==> src/rtl/trap_ctrl.sv <==
// trap_ctrl: machine-mode trap sequencer between the commit stage and the CSR file.
//
// Takes synchronous exceptions, external/timer interrupts and MRET, then runs a
// fixed sequence: one strobe cycle (TRAP or MRET), then a redirect to fetch
// that is held until fetch accepts it.
//
// Ports:
//   i_clk, i_rst_n        clock, synchronous active-low reset
//   i_e_irq, i_t_irq      raw level interrupt lines (synchronised internally)
//   i_mie/i_meie/i_mtie   global and per-source interrupt enables from the CSR file
//   i_excep_*             exception valid/cause/PC at the commit stage
//   i_mret_valid          MRET at the commit stage
//   i_commit_valid/_npc   retiring instruction and its successor PC (interrupt boundary)
//   i_pc_trap             trap vector from the CSR file, combinational from our strobes
//   i_mepc                saved return PC from the CSR file
//   i_redirect_ready      fetch accepts the redirect
//   o_intr_en/o_excep_en  trap-entry strobes with o_intr_cause/o_excep_cause/o_trap_pc
//   o_mret                MRET strobe
//   o_flush               kill in-flight instructions
//   o_redirect_valid/_pc  redirect request to fetch
//   o_busy                sequencer is not idle
module trap_ctrl #(
  parameter int         SYNC_STAGES = 2,
  parameter logic [3:0] MEI_CAUSE   = 4'd11,
  parameter logic [3:0] MTI_CAUSE   = 4'd7
) (
  input  logic        i_clk,
  input  logic        i_rst_n,
  input  logic        i_e_irq,
  input  logic        i_t_irq,
  input  logic        i_mie,
  input  logic        i_meie,
  input  logic        i_mtie,
  input  logic        i_excep_valid,
  input  logic [3:0]  i_excep_cause,
  input  logic [31:0] i_excep_pc,
  input  logic        i_mret_valid,
  input  logic        i_commit_valid,
  input  logic [31:0] i_commit_npc,
  input  logic [31:0] i_pc_trap,
  input  logic [31:0] i_mepc,
  input  logic        i_redirect_ready,
  output logic        o_intr_en,
  output logic        o_excep_en,
  output logic [3:0]  o_intr_cause,
  output logic [3:0]  o_excep_cause,
  output logic [31:0] o_trap_pc,
  output logic        o_mret,
  output logic        o_flush,
  output logic        o_redirect_valid,
  output logic [31:0] o_redirect_pc,
  output logic        o_busy
);

  localparam logic [1:0] ST_IDLE  = 2'd0;
  localparam logic [1:0] ST_TRAP  = 2'd1;
  localparam logic [1:0] ST_MRET  = 2'd2;
  localparam logic [1:0] ST_REDIR = 2'd3;

  logic [SYNC_STAGES-1:0] e_sync_q, e_sync_d;
  logic [SYNC_STAGES-1:0] t_sync_q, t_sync_d;
  logic [1:0]  state_q, state_d;
  logic        intr_en_q, intr_en_d;
  logic        excep_en_q, excep_en_d;
  logic [3:0]  intr_cause_q, intr_cause_d;
  logic [3:0]  excep_cause_q, excep_cause_d;
  logic [31:0] trap_pc_q, trap_pc_d;
  logic        mret_q, mret_d;
  logic        flush_q, flush_d;
  logic        redirect_valid_q, redirect_valid_d;
  logic [31:0] redirect_pc_q, redirect_pc_d;
  logic        busy_q, busy_d;

  logic e_s, t_s, irq_ext_s, irq_tmr_s, irq_pend_s;
  logic [3:0] irq_cause_s;

  // Shift chains that bring the raw interrupt levels into the clock domain.
  always_comb begin
    e_sync_d    = e_sync_q;
    t_sync_d    = t_sync_q;
    e_sync_d[0] = i_e_irq;
    t_sync_d[0] = i_t_irq;
    for (int i = 1; i < SYNC_STAGES; i++) begin
      e_sync_d[i] = e_sync_q[i-1];
      t_sync_d[i] = t_sync_q[i-1];
    end
  end

  assign e_s         = e_sync_q[SYNC_STAGES-1];
  assign t_s         = t_sync_q[SYNC_STAGES-1];
  assign irq_ext_s   = e_s & i_meie;
  assign irq_tmr_s   = t_s & i_mtie;
  assign irq_pend_s  = i_mie & (irq_ext_s | irq_tmr_s);
  // External interrupt wins over timer when both are enabled and pending.
  assign irq_cause_s = irq_ext_s ? MEI_CAUSE : MTI_CAUSE;

  // Next-state and next-output logic; outputs are registered off the next state,
  // so the strobe appears the cycle after the event and redirect one cycle later.
  always_comb begin
    state_d          = state_q;
    intr_en_d        = 1'b0;
    excep_en_d       = 1'b0;
    intr_cause_d     = 4'd0;
    excep_cause_d    = 4'd0;
    trap_pc_d        = 32'd0;
    mret_d           = 1'b0;
    flush_d          = 1'b0;
    redirect_valid_d = 1'b0;
    redirect_pc_d    = redirect_pc_q;
    case (state_q)
      ST_IDLE: begin
        if (i_excep_valid) begin
          state_d       = ST_TRAP;
          excep_en_d    = 1'b1;
          excep_cause_d = i_excep_cause;
          trap_pc_d     = i_excep_pc;
          flush_d       = 1'b1;
        end else if (i_mret_valid) begin
          state_d = ST_MRET;
          mret_d  = 1'b1;
          flush_d = 1'b1;
        end else if (irq_pend_s && i_commit_valid) begin
          // Interrupts are only taken on a retirement so mepc is a precise resume point.
          state_d      = ST_TRAP;
          intr_en_d    = 1'b1;
          intr_cause_d = irq_cause_s;
          trap_pc_d    = i_commit_npc;
          flush_d      = 1'b1;
        end else begin
          state_d = ST_IDLE;
        end
      end
      ST_TRAP: begin
        // i_pc_trap is valid now because the CSR file sees our entry strobe this cycle.
        state_d          = ST_REDIR;
        redirect_pc_d    = i_pc_trap;
        redirect_valid_d = 1'b1;
      end
      ST_MRET: begin
        state_d          = ST_REDIR;
        redirect_pc_d    = i_mepc;
        redirect_valid_d = 1'b1;
      end
      ST_REDIR: begin
        if (i_redirect_ready) begin
          state_d          = ST_IDLE;
          redirect_valid_d = 1'b0;
        end else begin
          state_d          = ST_REDIR;
          redirect_valid_d = 1'b1;
        end
      end
      default: begin
        state_d = ST_IDLE;
      end
    endcase
    busy_d = (state_d != ST_IDLE);
  end

  // State, synchroniser and output registers with synchronous reset.
  always_ff @(posedge i_clk) begin
    if (!i_rst_n) begin
      e_sync_q         <= '0;
      t_sync_q         <= '0;
      state_q          <= ST_IDLE;
      intr_en_q        <= 1'b0;
      excep_en_q       <= 1'b0;
      intr_cause_q     <= 4'd0;
      excep_cause_q    <= 4'd0;
      trap_pc_q        <= 32'd0;
      mret_q           <= 1'b0;
      flush_q          <= 1'b0;
      redirect_valid_q <= 1'b0;
      redirect_pc_q    <= 32'd0;
      busy_q           <= 1'b0;
    end else begin
      e_sync_q         <= e_sync_d;
      t_sync_q         <= t_sync_d;
      state_q          <= state_d;
      intr_en_q        <= intr_en_d;
      excep_en_q       <= excep_en_d;
      intr_cause_q     <= intr_cause_d;
      excep_cause_q    <= excep_cause_d;
      trap_pc_q        <= trap_pc_d;
      mret_q           <= mret_d;
      flush_q          <= flush_d;
      redirect_valid_q <= redirect_valid_d;
      redirect_pc_q    <= redirect_pc_d;
      busy_q           <= busy_d;
    end
  end

  assign o_intr_en        = intr_en_q;
  assign o_excep_en       = excep_en_q;
  assign o_intr_cause     = intr_cause_q;
  assign o_excep_cause    = excep_cause_q;
  assign o_trap_pc        = trap_pc_q;
  assign o_mret           = mret_q;
  assign o_flush          = flush_q;
  assign o_redirect_valid = redirect_valid_q;
  assign o_redirect_pc    = redirect_pc_q;
  assign o_busy           = busy_q;

endmodule

==> config.mk <==
export PLATFORM = sky130hd
export DESIGN_NAME = trap_ctrl
export DESIGN_NICKNAME = d
export VERILOG_FILES = /design/src/rtl/trap_ctrl.sv
export SDC_FILE = /design/constraint.sdc
export NUM_CORES = 1
export LEC_CHECK = 0
export ABC_CLOCK_PERIOD_IN_PS = 2100
export CORE_ASPECT_RATIO = 0.6
export CORE_MARGIN = 2
export CORE_UTILIZATION = 35
export DETAILED_ROUTE_END_ITERATION = 8
export GPL_ROUTABILITY_DRIVEN = 0
export GPL_TIMING_DRIVEN = 0
export PLACE_DENSITY = 0.81
export SYNTH_ARGS = -nofsm -noshare
export SYNTH_HDL_FRONTEND = slang
export SYNTH_SLANG_ARGS = --single-unit
==> constraint.sdc <==
create_clock -name i_clk -period 2.1 [get_ports i_clk]
set_clock_uncertainty 0.2 [all_clocks]
set_input_delay 0.42 -clock i_clk [delete_from_list [all_inputs] [get_ports i_clk]]
set_output_delay 0.42 -clock i_clk [all_outputs]
set_load 0.01 [all_outputs]
# ---- Word-level counts from Yosys, hierarchy flattened
# Cells that the tools add are included.
dict set report totals {
  regBits 84
  latchBits 0
  mem_bits_rw 0
  rom_bits 0
  out_inout_bits 78
  wordCells 50
  n_memories 0
}
dict set report classes {
  n_addsub 0
  n_mul 0
  div 0
  magnitude_cmp 0
  n_eq_ne 3
  shifts 0
  muxes 17
  bitwise 7
  reduce_logical 10
}
# operator n
set ops {}
lappend ops {{32-bit two-way mux} 3}
lappend ops {{32-bit one-hot mux with 2 select lines} 1}
lappend ops {{1-bit two-way mux} 7}
lappend ops {{2-bit two-way mux} 3}
lappend ops {{2-bit one-hot mux with 3 select lines} 1}
lappend ops {{5-bit OR reduction} 1}
lappend ops {{2-bit == test, second input constant} 2}
lappend ops {{4-bit two-way mux} 1}
lappend ops {{2-bit nonzero test} 2}
lappend ops {{4-bit OR reduction} 1}
lappend ops {{1-bit AND} 3}
lappend ops {{1-bit NOT} 3}
lappend ops {{3-bit AND reduction} 1}
lappend ops {{3-bit OR reduction} 1}
lappend ops {{2-bit by 1-bit == test with 1-bit output, second input constant} 1}
lappend ops {{2-bit logical NOT} 1}
lappend ops {{1-bit one-hot mux with 2 select lines} 1}
lappend ops {{2-bit AND reduction} 1}
lappend ops {{2-bit OR reduction} 1}
lappend ops {{1-bit logical AND} 1}
lappend ops {{1-bit bitwise OR} 1}

# ---- Depth between registers and ports, before layout
dict set report logic_depth {
  word_depth 9
  ltp_mapped 7
  mapped_depth_nobuf 5
}

# ---- Worst setup path before layout
# Ideal clock, no wire load.
dict set report synth_path {
  kind {reg-to-reg}
  start {register state_q[0]}
  end {register trap_pc_q[13] (netlist: o_trap_pc[13])}
  t_arrival_ns 1.378
  setup_slack_ns 0.405
  stages_incl_launch_ff 8
  path_buffers 2
  period_less_slack_ns 1.695
  path_cell_list {dfxtp_1 > inv_1 > ha_1 > and3b_1 > and4bb_1 > buf_6 > buf_6 > a22o_1}
}
dict set report synth_via {
  elab_chain_len 2
}
# element line_no
set synth_lines {}
lappend synth_lines {{start: declaration} 62} ;# logic [1:0] state_q, state_d;
lappend synth_lines {{start signal: assignment} 179} ;# state_q <= state_d;
lappend synth_lines {{2-bit logical NOT} 110} ;# case (state_q)
lappend synth_lines {{2-bit AND reduction (no line)} --}
lappend synth_lines {{end signal: assignment} 184} ;# trap_pc_q <= trap_pc_d;
lappend synth_lines {{end: declaration} 67} ;# logic [31:0] trap_pc_q, trap_pc_d;
# Every way passes these cells.
# A chain may end at the register's enable or synchronous reset.

# ---- Worst setup path after layout
dict set report layout_path {
  start {register state_q[1]}
  end {register redirect_pc_q[1] (netlist: o_redirect_pc[1])}
}
dict set report layout_via {
  elab_chain_len 2
  elab_cells_between_ends 4
  cone_classes {2 x eq/ne; 1 x mux; 1 x reduce/logical}
}
# element line_no
set layout_lines {}
lappend layout_lines {{2-bit == test or 2-bit by 1-bit == test with 1-bit output (tied branches)} 110}
lappend layout_lines {{32-bit one-hot mux with 2 select lines or 2-bit nonzero test (tied branches)} --}
lappend layout_lines {{end signal: assignment} 188} ;# redirect_pc_q <= redirect_pc_d;
lappend layout_lines {{end: declaration} 71} ;# logic [31:0] redirect_pc_q, redirect_pc_d;
# Parallel ways exist; a longest one is shown, timed or not.

==> key figures <==
Final layout
  – Share of cells above drive strength 1: 5.93%
  – Final Instance Area: 0.00571 mm2
  – Utilization after layout: 67.0%
  – Filler cell count in the final layout: 685
  – Area of combinational cells with multiple inputs: 0.00127 mm2
  – Footprint of the flip-flops and latches: 0.00166 mm2
  – P&R area growth vs syn: 85.6%
  – Layout net count: 647
  – Diode insertion count for antenna repair: 0

Critical path
  – Critical Path, Cell by Cell: inv_1 -> ha_1 -> buf_2 -> buf_1 -> nand2_1 -> o211a_1
  – Start point of the critical path: state_q[1]
  – Cells on worst reg2reg path: 6
  – Critical path launch point type: flop
  – Cell type of the slowest stage on the worst timing path: sky130_fd_sc_hd__buf_1
  – Crit Reg-Reg Startpoint: state_q[1]
  – Worst setup endpoint: o_redirect_pc[1]
  – Worst-path maximum fanout: 10
  – Endpoint of the lowest-slack register-to-register path: o_redirect_pc[1]
  – Largest stage delay on the critical path: 420 ps
  – Flop2flop setup slack: 170 ps
  – Data required time of the critical path: 2120 ps
  – Startpoint-to-endpoint class of the critical path: reg -> reg
  – Critical Path End Type: flop
  – Crit path arrival time: 1950 ps

STA
  – Setup repair after global routing missed its margin: false
  – Final hold slack: 236 ps
  – Final hold violation count: 0
  – Final critical-path share of the clock period: 91.8%
  – Slew @ Worst Pin: 524 ps
  – Final setup slack of the worst path: 172 ps
  – Final critical path time including I/O delays and setup: 1930 ps
  – Max Transition Viols Final: 0
  – Remaining max-slew budget at the tightest pin: 65.1%
  – Achievable Freq: 519 MHz
  – Setup-violating endpoint count in the final report: 0

Synthesis
  – Post-Synthesis Cell Area: 0.00308 mm2
  – Largest family of logic cells by synthesized area: compound AO/OA/AOI/OAI gates
  – Avg Cell Area, Syn: 11.4 um2
  – Synth Area in Adders: 1.22%
  – Share of the synthesized area in compound gates (AO/OA/AOI/OAI): 21.1%
  – Xor-xnor portion of the synthesized cell area: 0%
  – Most area-consuming cells after synthesis: sky130_fd_sc_hd__dfxtp_1, sky130_fd_sc_hd__mux2i_1, sky130_fd_sc_hd__o211a_1, sky130_fd_sc_hd__a22o_1, sky130_fd_sc_hd__nand2_1
  – Simple-gate area share of the yosys netlist: 8.62%
  – Warning count from the yosys run: 0
  – Post-synthesis cell type with the largest combined area: sky130_fd_sc_hd__dfxtp_1
  – Proportion of netlist area held by the largest area contributor: 54.0%
  – Share of synthesized area spent on multiplexers: 10.4%
  – Number of nets in the synthesized netlist: 416
  – Register bit count reported by yosys: 83
  – Mapped Cells: 270
  – Sequential share of the synthesized area: 54.0%
  – Number of distinct library cells after synthesis: 28

CTS
  – TritonCTS clock tree: yes
  – Hold_buf cts: 0
  – CTS sink count: 83
  – Cts bufs inserted: 9
  – Clock latency at the later pin of the worst-skew pair: 330 ps
  – Buffer cell driving the clock tree root: sky130_fd_sc_hd__clkbuf_16
  – Max clock buf depth: 2
  – Clock-pin slew of the registers on the worst-case setup and hold paths: 60 ps
  – Cts repair resizes: 0
  – Number of setup buffers added after CTS: 0
  – Maximum level of the CTS H-tree: 3

Floorplan
  – Top-Level Pins: 221
  – Vert. Die Dim: 76.6 um
  – Std cell rows: 26
  – Area of the die: 0.00958 mm2
  – CORE AREA: 0.00852 mm2
  – Width of the die: 125 um
  – Initial core utilization: 36.1%

Placement
  – Final HPWL from detailed placement: 8170 um
  – Worst slack, placed: -160 ps
  – Total of buffers placed on input and output ports: 220
  – DP Area: 0.00542 mm2

Drt
  – Routed wirelength normalized by instance count: 16.6 um
  – Residual DRC count: 0
  – First-iteration detailed-routing DRC count: 107
  – DRT antenna net count: 0
  – Vias: 2,904
  – Ratio of routed vias to standard cells: 4.70
  – First-pass detailed-route iteration total: 4
  – Routed WL: 10,300 um

Power
  – Leakage: 2.41 nW
  – Max VDD drop: 0.388 mV
  – Total power divided by cell area: 927 mW/mm2

Global route
  – Number of antenna violations at the first check in global routing: 0
  – Leftover overflow at the end of global routing: 0
  – Vias in the first global route: 3,148
  – Pin count of the biggest net entering global routing: 14
  – First-pass GRT wire length: 16,000 um
  – All-Layer GR Usage: 21.4%

Hold path
  – Worst min-delay path category: reg -> reg

Outcome
  – Status: completed

Run
  – Number of maximum-capacitance constraint violations: 0
-- cells by family (layout without fill, tap and decap cells) --
kind of cell,after synthesis,after routing
AO/OA/AOI/OAI,71,71
adder cells (fa/ha/maj),3,3
buffers and inverters,26,262
flip-flops,83,83
multiplexers,32,32
AND/OR/NAND/NOR,55,55
-- how the worst min path moves through the flow --
stage / depth (start not counted) / slack [ps] / to / start
floorplan: 1 / 210 / e_sync_q[1] / e_sync_q[0]
global placement: 1 / 220 / t_sync_q[1] / t_sync_q[0]
detailed placement: 1 / 220 / t_sync_q[1] / t_sync_q[0]
CTS: 1 / 240 / t_sync_q[1] / t_sync_q[0]
global route: 1 / 270 / e_sync_q[1] / e_sync_q[0]
finish: 1 / 240 / t_sync_q[1] / t_sync_q[0]
-- metal layers --
metal | vias to the layer above | GRT usage (%) | share of wire [%]
li1 | 1434 | - | -
met1 | 1360 | 26.5 | 45
met2 | 94 | 35.2 | 47
met3 | 16 | 6.81 | 5.7
met4 | 0 | 7.89 | 1.5
met5 | - | 0 | 0
-- where the power goes --
part	internal, mW	switching, mW
logic	1.03	0.766
clock network	0.898	0.606
registers	1.87	0.133
total	3.79	1.51
-- critical path: cells and delay by family (launching register included) --
| family | cells | cell delay, ps |
|---|---|---|
| buffers and inverters | 3 | 700 |
| AO/OA/AOI/OAI | 1 | 130 |
| adder cells (fa/ha/maj) | 1 | 310 |
| flip-flops | 1 | 360 |
| AND/OR/NAND/NOR | 1 | 130 |
-- state kept, by name, indices dropped and copies added (netlist names), 2 cells and up --
signal,flops
o_redirect_pc,32
o_trap_pc,32
o_excep_cause,4
o_intr_cause,3
e_sync_q,2
state_q,2
t_sync_q,2
-- area by class of cell --
type / count / share of cell area, %
buffer: 23 / 2.28
clock buffer: 13 / 4.73
clock inverter: 3 / 0.373
inverter: 3 / 0.197
multi-input combinational: 161 / 22.3
sequential: 83 / 29.1
tap: 112 / 2.45
timing repair buffer: 220 / 38.6
-- placed cells by master, fill, tap and decap left out, drive strengths merged, types with 2 or more instances in the layout --
cell type	Yosys	final
clkinv	0	2
clkdlybuf4s50	0	220
inv	3	3
ha	3	3
nand2	34	34
a22o	33	33
buf	17	17
dfxtp	83	83
clkbuf	6	19
nor2	4	4
a31oi	2	2
o211a	32	32
mux2i	32	32
and2	9	9
-- cells in the mapped netlist --
cell and instances:
sky130_fd_sc_hd__nand3_1 1, sky130_fd_sc_hd__o211a_1 32, sky130_fd_sc_hd__a22o_1 33, sky130_fd_sc_hd__and3_1 1, sky130_fd_sc_hd__and2_1 9, sky130_fd_sc_hd__o31ai_1 1
sky130_fd_sc_hd__a31oi_1 2, sky130_fd_sc_hd__buf_6 4, sky130_fd_sc_hd__and4bb_1 1, sky130_fd_sc_hd__inv_1 3, sky130_fd_sc_hd__nor2_2 1, sky130_fd_sc_hd__ha_1 3
sky130_fd_sc_hd__nor2b_1 1, sky130_fd_sc_hd__dfxtp_1 83, sky130_fd_sc_hd__mux2i_1 32, sky130_fd_sc_hd__nor4bb_1 1, sky130_fd_sc_hd__a21oi_1 1, sky130_fd_sc_hd__or3b_2 1
sky130_fd_sc_hd__buf_4 1, sky130_fd_sc_hd__buf_1 4, sky130_fd_sc_hd__nand2_1 34, sky130_fd_sc_hd__a21boi_0 1, sky130_fd_sc_hd__nor2_1 3, sky130_fd_sc_hd__nand2b_1 1
sky130_fd_sc_hd__o21bai_1 1, sky130_fd_sc_hd__and3b_1 1, sky130_fd_sc_hd__buf_2 8, sky130_fd_sc_hd__clkbuf_1 6
-- through the flow --
step           TNS, ps  power [mW]  std cells
2_1_floorplan        0        2.81        270
3_3_place_gp     -4650        3.79        602
3_5_place_dp     -6150        3.83        602
4_1_cts              0        5.35        618
5_1_grt              0        5.55        618
6_report             0        5.29        618
No activity file was read; power rests on OpenSTA's default activity.
==> patch 1 (same settings) <==
Set the parameter `MEI_CAUSE` to 4'd5 (it was 4'd11).
--- a/src/rtl/trap_ctrl.sv
+++ b/src/rtl/trap_ctrl.sv
@@ -21,7 +21,7 @@
 //   o_busy                sequencer is not idle
 module trap_ctrl #(
   parameter int         SYNC_STAGES = 2,
-  parameter logic [3:0] MEI_CAUSE   = 4'd11,
+  parameter logic [3:0] MEI_CAUSE   = 4'd5,
   parameter logic [3:0] MTI_CAUSE   = 4'd7
 ) (
   input  logic        i_clk,
Behaviour: not the same (a bounded check fails within 4 cycles, from zero or initial values and one cycle with i_rst_n low).
==> patch 1 against the unedited design <==
Worst setup slack worse by 0.017 ns; routed wire length decreased by 13%; maximum frequency fell by 0.85%; area after synthesis is 0.57% lower; hold slack lost 0.0080 ns; sequential cell count fell by 1; cell area is essentially flat; power is 2.4% higher.
==> patch 1: results (changes against the unedited design) <==
- Clock slew at reported path FFs: 0.06 ns (about the same)
- DP Worst Slack: -0.132 ns (+0.0278 ns)
- Synth cell count leaders: 82 x dfxtp_1, 34 x nand2_1, 33 x a22o_1
- M1 WL: 3850 um (-17%)
- PortBufs: 219 (-0.45%)
- Post-layout net count: 645 (-0.31%)
- Fillcell total: 675 (-1.5%)
- Most area-consuming cells after synthesis: dfxtp_1 54%, mux2i_1 10%, o211a_1 10%
- Worst R2R Setup Slack: 0.16 ns (-0.02 ns)
- Count of final hold-check violations: 0 (unchanged)
- Max IR drop VDD: 0.464 mV (+20%)
- Detail Placement HPWL: 7250 um (-11%)
- First-pass GRT wire length: 14300 um (-11%)
- Top Metal Used: met4
- Hold WC Path Type: reg2reg
- Post-CTS resize count: 0 (unchanged)
- Worst hold slack: 0.228 ns (-0.00801 ns)
- Post-synthesis sequential area ratio: 0.537 (-0.00345)
- Met2 WL: 4170 um (-14%)
- DR vias/cell: 4.69 (-0.26%)
- Clock Latency Late Sink: 0.33 ns (about the same)
- Drt total wl: 8960 um (-13%)
- H-Tree Depth: 3 (unchanged)
- Final Core Density: 0.673 (+0.00271)
- Worst r2r dst: o_redirect_pc[0]
- WHS Endpoint: t_sync_q[1]
- Tot GR Track Use: 0.187 (-0.0271)
- Initial antenna violation count: 0 (unchanged)
- Status: finished clean
- DR WL met3: 834 um (+42%)
- Fraction of layout cells with a size suffix above 1: 0.0615 (+0.00222)
- Area post-placement: 0.00539 mm2 (-0.51%)
- Vias in the first global route: 2927 (-7.0%)
- Leakage power: 2.41 nW (+0.16%)
- Iter 0 DRT Violations: 49 (-54%)
- Synthesized Nets: 415 (-0.24%)
==> patch 1: worst max-delay path by stage <==
stage	startpoint	end	slack (ns)	depth (start not counted)
floorplan	state_q[0]	o_trap_pc[10]	0.41	7
global placement	i_rst_n	o_trap_pc[14]	-0.1	5
detailed placement	i_rst_n	o_trap_pc[28]	-0.13	5
CTS	state_q[1]	o_redirect_pc[0]	0.13	6
global route	state_q[1]	o_trap_pc[28]	0.006	6
finish	state_q[1]	o_redirect_pc[0]	0.16	6
==> patch 1: critical path, stage by stage, from the launching register on <==
cell and delay (ns):
dfxtp_1 0.37, inv_1 0.06, ha_1 0.31, buf_2 0.24, buf_1 0.41, nand2_1 0.11
o211a_1 0.13
==> patch 1: layout make-up <==
| class | count | area share |
|---|---|---|
| inverter | 3 | 0.00197 |
| multi-input combinational | 160 | 0.222 |
| clock inverter | 5 | 0.0136 |
| tap | 112 | 0.0245 |
| sequential | 82 | 0.287 |
| clock buffer | 11 | 0.0425 |
| buffer | 24 | 0.0241 |
| timing repair buffer | 219 | 0.384 |
==> patch 1: per-layer routing <==
layer	GRT usage	vias up
met2	0.313	115
li1	-	1430
met4	0.0517	0
met1	0.221	1331
met3	0.0794	11
met5	0	-
==> patch 1: through the flow <==
| stage | total power [W] | std cells | setup TNS (ns) |
|---|---|---|---|
| after CTS | 0.00549 | 616 | 0 |
| after floorplan | 0.00279 | 269 | 0 |
| final | 0.00542 | 616 | 0 |
| after global placement | 0.00376 | 600 | -4.28 |
| after detailed placement | 0.00380 | 600 | -5.65 |
| after global routing | 0.00571 | 616 | 0 |
==> patch 1: report_power, final <==
part / leakage (nW) / total, W / internal (W) / switching [W]
sequential: 0.674 / 0.00198 / 0.00185 / 0.000132
clock: 0.156 / 0.00167 / 0.00107 / 0.000596
combinational: 1.59 / 0.00178 / 0.00103 / 0.000753
total: 2.41 / 0.00542 / 0.00394 / 0.00148
==> patch 1: cells by family after synthesis <==
family                     share of synthesized area
AOI/OAI and AO/OA                              0.213
adders and majority gates                     0.0123
buffers and inverters                         0.0487
DFF                                            0.537
muxes                                          0.105
other                                        0.00123
and+or+nand+nor                               0.0831
==> patch 2 (config.mk and constraints unchanged) <==
Without the edit above. Make the reset (`i_rst_n`) asynchronous in one clocked block. Comments in the files are not updated.
--- a/src/rtl/trap_ctrl.sv
+++ b/src/rtl/trap_ctrl.sv
@@ -158,7 +158,7 @@
   end
 
   // State, synchroniser and output registers with synchronous reset.
-  always_ff @(posedge i_clk) begin
+  always_ff @(posedge i_clk or negedge i_rst_n) begin
     if (!i_rst_n) begin
       e_sync_q         <= '0;
       t_sync_q         <= '0;
Formal check against the unedited RTL: differs if i_rst_n is asserted again (counterexample within 4 cycles, from zero or initial values and one cycle with i_rst_n low); with i_rst_n held inactive, the same outputs for 10 cycles.
==> patch 2 against the unedited design <==
Routed wire length down 2.9%; sequential cell count fell by 1; cell area grew 5.2%; synthesized cell count shrank 3.7%; area after synthesis rose by 6.2%; utilization shrank 1.2 points; worst setup slack got worse by 0.034 ns; power up 36%; global-route usage decreased by 1.5 points; count of clock-buffer cells in the layout fell by 2; maximum frequency is 1.7% lower; hold slack worse by 0.083 ns; critical endpoint is now o_intr_cause[1].
==> patch 2: results (changes against the unedited design) <==
- Status: finished clean
- Worst r2r src: state_q[0]
- Worst Setup SP: o_intr_en
- Max IR drop VDD: 0.556 mV (+43%)
- WHS Endpoint: t_sync_q[1]
- Vias in the first global route: 2996 (-4.8%)
- Mux contribution to synthesized area: 0.0981 (-0.00607)
- Synth Area in XOR/XNOR: 0 (unchanged)
- Post-CTS setup buffer count: 0 (unchanged)
- DR vias/cell: 4.76 (+1.4%)
- Post-synthesis sequential area ratio: 0.628 (+0.0881)
- Most area-consuming cells after synthesis: dfrtp_1 63%, mux2i_1 9.8%, a22o_1 7.2%
- Slowest cell on crit path: clkdlybuf4s50_1
- Synthesized Nets: 407 (-2.2%)
- Fillcell total: 691 (+0.88%)
- Post-synthesis async set-or-reset flop share: 1.00 (+1.00)
- Slew margin rel.: 0.654 (+0.00390)
- Clock Latency Late Sink: approximately 0.34 ns
- Worst r2r dst: o_redirect_pc[23]
- Detail Placement HPWL: 7620 um (-6.8%)
- Tot GR Track Use: 0.199 (-0.0149)
- Post-synthesis adder-cell area fraction: 0.0153 (+0.00312)
- Fraction of layout cells with a size suffix above 1: 0.100 (+0.0409)
- Hold Path Depth: 0 (-1)
- Largest net degree at the start of global routing: 66 (+52)
- CTS Hold Bufs: 1 (+1)
- P_seq: 0.00229 W (+14%)
- Post-CTS resize count: 4 (+4)
- Setup crit end: o_intr_cause[1]
- Drt total wl: 9970 um (-2.9%)
- Drt pass-1 iters: 4 (unchanged)
- Area post-placement: 0.00564 mm2 (+4.1%)
- Iter 0 DRT Violations: 149 (+39%)
- CP Data Arrival Time: 1.34 ns (-0.61 ns)
- Worst setup EP type: output pin
- Leakage power: 2.57 nW (+6.8%)
- Hold_sp: t_sync_q[0]
- Slowest stage delay, CP: 0.52 ns (+0.10 ns)
- Count of cell types in the netlist: 24 (-14%)
- Post-synthesis compound-gate area fraction: 0.152 (-0.0590)
- Synth cell count leaders: 82 x dfrtp_1, 35 x nor2_1, 34 x a21oi_1
- Post-layout net count: 641 (-0.93%)
- Logic power comb: 0.00319 W (+78%)
- Crit Path Max Fanout: 3 (-7)
- Switching power: 0.00243 W (+62%)
- PortBufs: 220 (unchanged)
- First-pass GRT wire length: 15300 um (-4.3%)
- Worst hold slack: 0.152 ns (-0.0834 ns)
patch 2: final cells by class:
cell class              instances  area share
plain buffers                  19      0.0192
multi-input cells             154       0.182
flip-flops and latches         82       0.342
clock buffers                  11      0.0421
inverters                       5     0.00313
clock inverters                 5      0.0142
repair buffers                223       0.374
well taps                     116      0.0242
patch 2: through the flow:
step | power, W | std cells | setup TNS, ns | setup WS [ns] | util
finish | 0.00723 | 615 | 0 | 0.138 | 0.658
floorplan | 0.00385 | 260 | 0 | 0.353 | -
global placement | 0.00538 | 596 | -212.91 | -2.53 | 0.615
detailed placement | 0.00549 | 597 | -6.68 | -0.274 | 0.618
global route | 0.00768 | 615 | 0 | 0.0299 | 0.658
CTS | 0.00728 | 614 | 0 | 0.0285 | 0.657
patch 2: per-layer routing:
metal,wire length [um],part of all wire,GRT usage,vias up
met4,157,0.016,0.0761,0
met3,628,0.063,0.0613,12
li1,-,-,-,1393
met1,4270,0.43,0.240,1423
met5,0,0,0,-
met2,4920,0.49,0.337,101
